--- config.mk ---
export PLATFORM = sky130hd
export DESIGN_NAME = cnn_job_sched
export DESIGN_NICKNAME = d
export VERILOG_FILES = /design/src/rtl/cnn_job_sched.sv
export SDC_FILE = /design/constraint.sdc
export NUM_CORES = 1
export LEC_CHECK = 0
export BUFFER_PORTS_ARGS = -buffer_cell sky130_fd_sc_hd__buf_2
export CAP_MARGIN = 20
export CELL_PAD_IN_SITES_DETAIL_PLACEMENT = 0
export CELL_PAD_IN_SITES_GLOBAL_PLACEMENT = 2
export CORE_MARGIN = 2
export CORE_UTILIZATION = 38
export CTS_BUF_LIST = sky130_fd_sc_hd__clkbuf_4 sky130_fd_sc_hd__clkbuf_8
export CTS_CLUSTER_SIZE = 25
export DETAILED_ROUTE_END_ITERATION = 10
export HOLD_SLACK_MARGIN = 0.02
export PLACE_DENSITY = 0.91
export SETUP_SLACK_MARGIN = 0.4
export SYNTH_ARGS = -nofsm -noshare
export SYNTH_HDL_FRONTEND = slang
export SYNTH_SLANG_ARGS = --single-unit
--- constraint.sdc ---
create_clock -name clk -period 4.9 [get_ports clk]
set_clock_uncertainty 0.05 [all_clocks]
set_input_delay 0.735 -clock clk [delete_from_list [all_inputs] [get_ports clk]]
set_output_delay 0.735 -clock clk [all_outputs]
set_load 0.005 [all_outputs]
--- src/rtl/cnn_job_sched.sv ---
// cnn_job_sched
//   Job queue and dispatcher for the CNN accelerator. Commands {id, sel} are
//   queued in a QDEPTH-deep FIFO and dispatched one at a time, strictly in
//   FIFO order. A dispatched job pulses job_start and then waits for all of
//   its selected engines to report done. The job also ends on a DMA error or
//   when its timeout expires. Each job then returns one response word on the
//   resp_* handshake.
//
// Ports
//   clk, rst_b              clock, asynchronous active-low reset
//   cmd_valid/ready/id/sel  job request channel (ready = queue not full)
//   flush                   drop every queued, undispatched job
//   tmo_limit               per-job timeout in cycles (0 = no timeout)
//   job_start/sel/id        engine dispatch (one-cycle start pulse)
//   eng_done, dma_err       per-engine done pulses, DMA error pulse
//   resp_valid/ready/id/data response channel to cop_agent
//   busy, q_count           activity flag, occupied queue entries
//
// Response word: [7:0] status (0 OK, 1 DMA_ERR, 2 TIMEOUT, 3 BAD_SEL),
//   [15:8] mask of completed engines, [16 +: TMO_WIDTH] elapsed RUN cycles.
//
// state   | meaning
// S_IDLE  | waiting; pops the queue head when one is present
// S_DISP  | popped job latched; reject empty engine mask or dispatch
// S_START | job_start pulse, arm pending mask and elapsed counter
// S_RUN   | waiting for engine completion, DMA error or timeout
// S_RESP  | response held until resp_ready

module cnn_job_sched #(
   parameter int ID_WIDTH        = 12,
   parameter int NUM_ENG         = 4,
   parameter int QDEPTH          = 4,
   parameter int TMO_WIDTH       = 20,
   parameter int RESP_DATA_WIDTH = 64
) (
   input  logic                       clk,
   input  logic                       rst_b,
   input  logic                       cmd_valid,
   output logic                       cmd_ready,
   input  logic [ID_WIDTH-1:0]        cmd_id,
   input  logic [NUM_ENG-1:0]         cmd_sel,
   input  logic                       flush,
   input  logic [TMO_WIDTH-1:0]       tmo_limit,
   output logic                       job_start,
   output logic [NUM_ENG-1:0]         job_sel,
   output logic [ID_WIDTH-1:0]        job_id,
   input  logic [NUM_ENG-1:0]         eng_done,
   input  logic                       dma_err,
   output logic                       resp_valid,
   input  logic                       resp_ready,
   output logic [ID_WIDTH-1:0]        resp_id,
   output logic [RESP_DATA_WIDTH-1:0] resp_data,
   output logic                       busy,
   output logic [$clog2(QDEPTH):0]    q_count
);

   localparam int PW = $clog2(QDEPTH);
   localparam int CW = PW + 1;

   localparam logic [1:0] ST_OK      = 2'd0;
   localparam logic [1:0] ST_DMA_ERR = 2'd1;
   localparam logic [1:0] ST_TIMEOUT = 2'd2;
   localparam logic [1:0] ST_BAD_SEL = 2'd3;

   typedef enum logic [2:0] {
      S_IDLE,
      S_DISP,
      S_START,
      S_RUN,
      S_RESP
   } state_t;

   state_t state, state_nxt;

   logic [ID_WIDTH-1:0]  q_id  [QDEPTH];
   logic [NUM_ENG-1:0]   q_sel [QDEPTH];
   logic [PW-1:0]        wr_ptr, rd_ptr;
   logic [CW-1:0]        count;
   logic                 rdy_en;
   logic                 push, pop;

   logic [ID_WIDTH-1:0]  cur_id;
   logic [NUM_ENG-1:0]   cur_sel;
   logic [NUM_ENG-1:0]   pending, pending_nxt;
   logic [TMO_WIDTH-1:0] elapsed, elapsed_inc;
   logic                 tmo_hit;

   logic                 ld_resp;
   logic [1:0]           resp_st_nxt;
   logic [1:0]           resp_st;
   logic [NUM_ENG-1:0]   resp_mask;
   logic [TMO_WIDTH-1:0] resp_elp;

   // cmd_ready is gated by a flop so it stays low throughout reset and
   // rises only on the first clock after release.
   assign cmd_ready = rdy_en && (count != CW'(QDEPTH));
   assign push      = cmd_valid && cmd_ready && !flush;
   assign q_count   = count;
   assign busy      = (state != S_IDLE) || (count != '0);
   assign job_start = (state == S_START);
   assign resp_valid = (state == S_RESP);

   assign pending_nxt = pending & ~eng_done;
   assign elapsed_inc = (&elapsed) ? elapsed : elapsed + TMO_WIDTH'(1);
   // elapsed_inc is this cycle's count of RUN cycles, so the timeout fires
   // on the tmo_limit-th RUN cycle; saturation keeps the compare true.
   assign tmo_hit     = (tmo_limit != '0) && (elapsed_inc >= tmo_limit);

   always_ff @(posedge clk) begin
      if (push) begin
         q_id[wr_ptr]  <= cmd_id;
         q_sel[wr_ptr] <= cmd_sel;
      end
   end

   always_ff @(posedge clk or negedge rst_b) begin
      if (!rst_b) begin
         wr_ptr <= '0;
         rd_ptr <= '0;
         count  <= '0;
         rdy_en <= 1'b0;
      end else begin
         rdy_en <= 1'b1;
         if (flush) begin
            wr_ptr <= '0;
            rd_ptr <= '0;
            count  <= '0;
         end else begin
            if (push) wr_ptr <= wr_ptr + PW'(1);
            if (pop)  rd_ptr <= rd_ptr + PW'(1);
            case ({push, pop})
               2'b10:   count <= count + CW'(1);
               2'b01:   count <= count - CW'(1);
               default: count <= count;
            endcase
         end
      end
   end

   always_comb begin
      state_nxt   = state;
      pop         = 1'b0;
      ld_resp     = 1'b0;
      resp_st_nxt = ST_OK;
      case (state)
         S_IDLE: begin
            // flush wins over a pop so a flushed head is never dispatched
            if (count != '0 && !flush) begin
               pop       = 1'b1;
               state_nxt = S_DISP;
            end
         end
         S_DISP: begin
            if (cur_sel == '0) begin
               ld_resp     = 1'b1;
               resp_st_nxt = ST_BAD_SEL;
               state_nxt   = S_RESP;
            end else begin
               state_nxt = S_START;
            end
         end
         S_START: state_nxt = S_RUN;
         S_RUN: begin
            if (dma_err) begin
               ld_resp     = 1'b1;
               resp_st_nxt = ST_DMA_ERR;
               state_nxt   = S_RESP;
            end else if (pending_nxt == '0) begin
               ld_resp     = 1'b1;
               resp_st_nxt = ST_OK;
               state_nxt   = S_RESP;
            end else if (tmo_hit) begin
               ld_resp     = 1'b1;
               resp_st_nxt = ST_TIMEOUT;
               state_nxt   = S_RESP;
            end
         end
         S_RESP: begin
            if (resp_ready) state_nxt = S_IDLE;
         end
         default: state_nxt = S_IDLE;
      endcase
   end

   always_ff @(posedge clk or negedge rst_b) begin
      if (!rst_b) begin
         state     <= S_IDLE;
         cur_id    <= '0;
         cur_sel   <= '0;
         job_id    <= '0;
         job_sel   <= '0;
         pending   <= '0;
         elapsed   <= '0;
         resp_id   <= '0;
         resp_st   <= ST_OK;
         resp_mask <= '0;
         resp_elp  <= '0;
      end else begin
         state <= state_nxt;
         if (pop) begin
            cur_id  <= q_id[rd_ptr];
            cur_sel <= q_sel[rd_ptr];
         end
         if (state == S_DISP && cur_sel != '0) begin
            job_id  <= cur_id;
            job_sel <= cur_sel;
         end
         if (state == S_START) begin
            pending <= cur_sel;
            elapsed <= '0;
         end
         if (state == S_RUN) begin
            pending <= pending_nxt;
            elapsed <= elapsed_inc;
         end
         if (ld_resp) begin
            resp_id <= cur_id;
            resp_st <= resp_st_nxt;
            if (state == S_RUN) begin
               resp_mask <= cur_sel & ~pending_nxt;
               resp_elp  <= elapsed_inc;
            end else begin
               resp_mask <= '0;
               resp_elp  <= '0;
            end
         end
      end
   end

   always_comb begin
      resp_data                  = '0;
      resp_data[1:0]             = resp_st;
      resp_data[8 +: NUM_ENG]    = resp_mask;
      resp_data[16 +: TMO_WIDTH] = resp_elp;
   end

endmodule

==> impl_results.md <==
* RSZ-0062 raised after global routing: false
* H-tree levels at 4
* Largest cells by area after synthesis: dfrtp_1 (33%), edfxtp_1 (24%), mux4_2 (4.5%), nand2_1 (4.4%), ha_1 (3.9%)
* Final setup fails at 0
* Total global routing overflow at 0
* Met2 routed WL at 8410 um
* Synth warnings at 0
* Initial antenna violation count at 3
* Leak pwr at 4.26 nW
* Post-detail-place hpwl at 12500 um
* Layout Nets at 848
* First-pass GRT wire length at 27300 um
* Die footprint at 0.0224 mm^2
* Slew @ Worst Pin at 0.982 ns
* CTS Buffer Depth at 2
* Sinks on Clock Net at 169
* Yosys reg bits at 169
* Slew HR at 34.6%
* Post-Syn Area at 0.00807 mm^2
* Post-Syn Area per Cell at 12.2 um^2
* Area share of the largest cell type after synthesis at 32.6%
* Syn Inst Count at 663
* Post-synth ARST share at 62.1%
* Final period utilization at 86.7%
* Routed WL per cell at 16.2 um
* Critical path class: reg -> reg
* RePlAce Congestion at 0.839
* Met1 wire length at 7860 um
* Total GRT Usage at 16.1%
* Clock slew at reported path FFs at 0.11 ns
* WP data required at 5.22 ns
* 1st-iter DRT viols at 300
* Worst Path Arrival at 4.56 ns
* Overall Power at 4.39 mW
* Pwr dens at 472 mW/mm^2
* Final TNS setup at 0 ns
* Max VDD drop at 0.000264 V
* Max_cap viols at 0
* Startpoint Class: flop
* HP Class: in -> async
* Area after DPL at 0.00878 mm^2
* # IOs at 145
* Layout cells sized above 1 at 27.9%
* Setup WS pre-CTS at 0.502 ns
* Drt via density at 4.80
* Die Width at 150 um
* Residual DRC count at 0
* Final hold viol count at 0
* CTS root buffer: clkbuf_8
* Main synth FF type: dfrtp_1
* Post-Route WL at 17300 um
* Number of global-route vias before repair at 4939
* Worst skew pair latency at 0.48 ns
* Port buffer count at 106
* Area grow syn2layout at 15.3%
* Count of final max-slew check failures at 0
* Post-synthesis sequential area ratio at 56.4%
* Upper clock frequency limit at 0.235 GHz
* Core Footprint at 0.0210 mm^2
* Final min period at 4.25 ns
* WL met3 at 814 um
* Final Instance Area at 0.00931 mm^2
* DR pass1 iterations at 4
* CP Capture Type: flop
* Area leader, netlist: dfrtp_1
* Maximum number of pins on one net before global-route repair at 76
* Antenna-violating nets left at 0
* Number of synthesized flops with an enable pin at 64
* TritonCTS Buffers at 17
* Status: finished, final reports clean
* Site row count at 53
* Setup WS post-layout at 0.654 ns
* Die Ht at 150 um
* Synth unique cells at 61
* Starting Density at 38.5%
* TritonCTS clock tree: done
* DR vias at 5116
* Top sig layer: met5
* Max Fanout on Critical Path at 14
==> repair_timing <==
action,CTS,global route
hold buffers,0,0
setup buffers,0,1
setup endpoints to repair,0,33
resized for setup,0,7
==> through the flow <==
stage / std cells / util, % / hold slack, ns
after floorplan: 700 / - / 0.389
after global placement: 1030 / 41.9 / 0.408
after detailed placement: 1030 / 41.9 / 0.411
after CTS: 1062 / 44.1 / 0.367
after global routing: 1065 / 44.4 / 0.387
final: 1066 / 44.4 / 0.347
==> synthesized netlist by cell type, drive strengths merged (6+ instances only) <==
library cell	instances
nor4	8
nand4	7
nand3	8
ha	25
xnor2	14
o21ai	22
mux4	16
dfrtp	105
inv	37
a21oi	14
and2	14
mux2	35
a22o	10
a21o	7
mux2i	23
nor2	30
nor3	12
clkbuf	15
nand2b	6
edfxtp	64
nand2	95
buf	46
==> worst paths after layout <==
path	to	from	slack, ns	cells after the start
hold reg to reg	job_id[2]$_DFFE_PN0P_	job_id[2]$_DFFE_PN0P_	0.44	2
setup reg to reg	resp_id[10]$_DFFE_PN0P_	elapsed[1]$_DFFE_PN0P_	0.65	15
max in group asynchronous	elapsed[0]$_DFFE_PN0P_	rst_b	3.47	2
hold / removal	resp_elp[13]$_DFFE_PN0P_	rst_b	0.35	1
min in group clk	q_id[2][6]$_DFFE_PP_	cmd_id[6]	0.40	1
setup / recovery	resp_id[10]$_DFFE_PN0P_	elapsed[1]$_DFFE_PN0P_	0.65	15
==> sequential cells by signal, indices dropped and copies added, names as in the netlist, 3 cells and up <==
signal,flops
resp_id,12
elapsed,20
resp_mask,4
cur_id,12
pending,4
q_id,48
q_sel,16
cur_sel,4
q_count,3
job_sel,4
state,3
job_id,12
resp_elp,20
==> per-layer routing <==
layer	vias up	track usage, %
met4	2	5.14
li1	2497	-
met1	2475	21.9
met2	123	25.8
met5	-	0
met3	19	3.41
==> layout by cell type (no fill, tap or decap), types with 7 or more instances in the layout <==
master and count:
a21o_1 7, a21oi_1 13, a22o_1 10, and2_1 12
buf_2 105, buf_4 12, clkbuf_8 17, conb_1 39
dfrtp_1 104, edfxtp_1 64, ha_1 25, inv_1 37
mux2_2 27, mux2_4 8, mux2i_1 23, mux4_2 16
nand2_1 94, nand3_1 8, nand4_1 7, nor2_1 29
nor3_1 12, o21ai_0 22, xnor2_1 11
==> power by group <==
group / internal, mW / total, mW / switching, mW
Clock: 0.421 / 1.09 / 0.664
Combinational: 0.640 / 1.27 / 0.631
Sequential: 1.77 / 2.04 / 0.266
Total: 2.83 / 4.39 / 1.56
==> cell type report <==
class	instances	area, um^2
Antenna cell	2	5.00
Clock buffer	17	234
Clock inverter	15	221
Fill cell	1985	11600
Inverter	37	139
Multi-Input combinational cell	433	3170
Sequential cell	169	4550
Tap cell	275	344
Timing Repair Buffer	118	643
==> cell families (layout without fill, tap and decap cells) <==
logic type	Yosys count	after routing	share of synthesized area, %
and+or+nand+nor	201	201	12.1
DFF	169	169	56.4
buffers and inverters	98	187	6.51
AOI/OAI and AO/OA	74	74	6.19
muxes	74	74	12.6
adders and majority gates	26	26	4.12
xor gates and xnor gates	19	19	2.06
other	2	41	0.0930
==> worst max-delay path: stages (launching register included) <==
cell,delay [ns]
dfrtp_1,0.43
ha_1,0.22
nand3_1,0.18
or4_4,0.59
nor3b_1,0.20
and3_1,0.23
xnor2_2,0.16
inv_1,0.06
ha_1,0.29
nand4_1,0.14
nor4_2,0.31
nand2_1,0.08
o211a_2,0.31
a221o_1,0.33
buf_4,0.21
mux2_4,0.32
No activity file was read; power rests on OpenSTA's default activity.
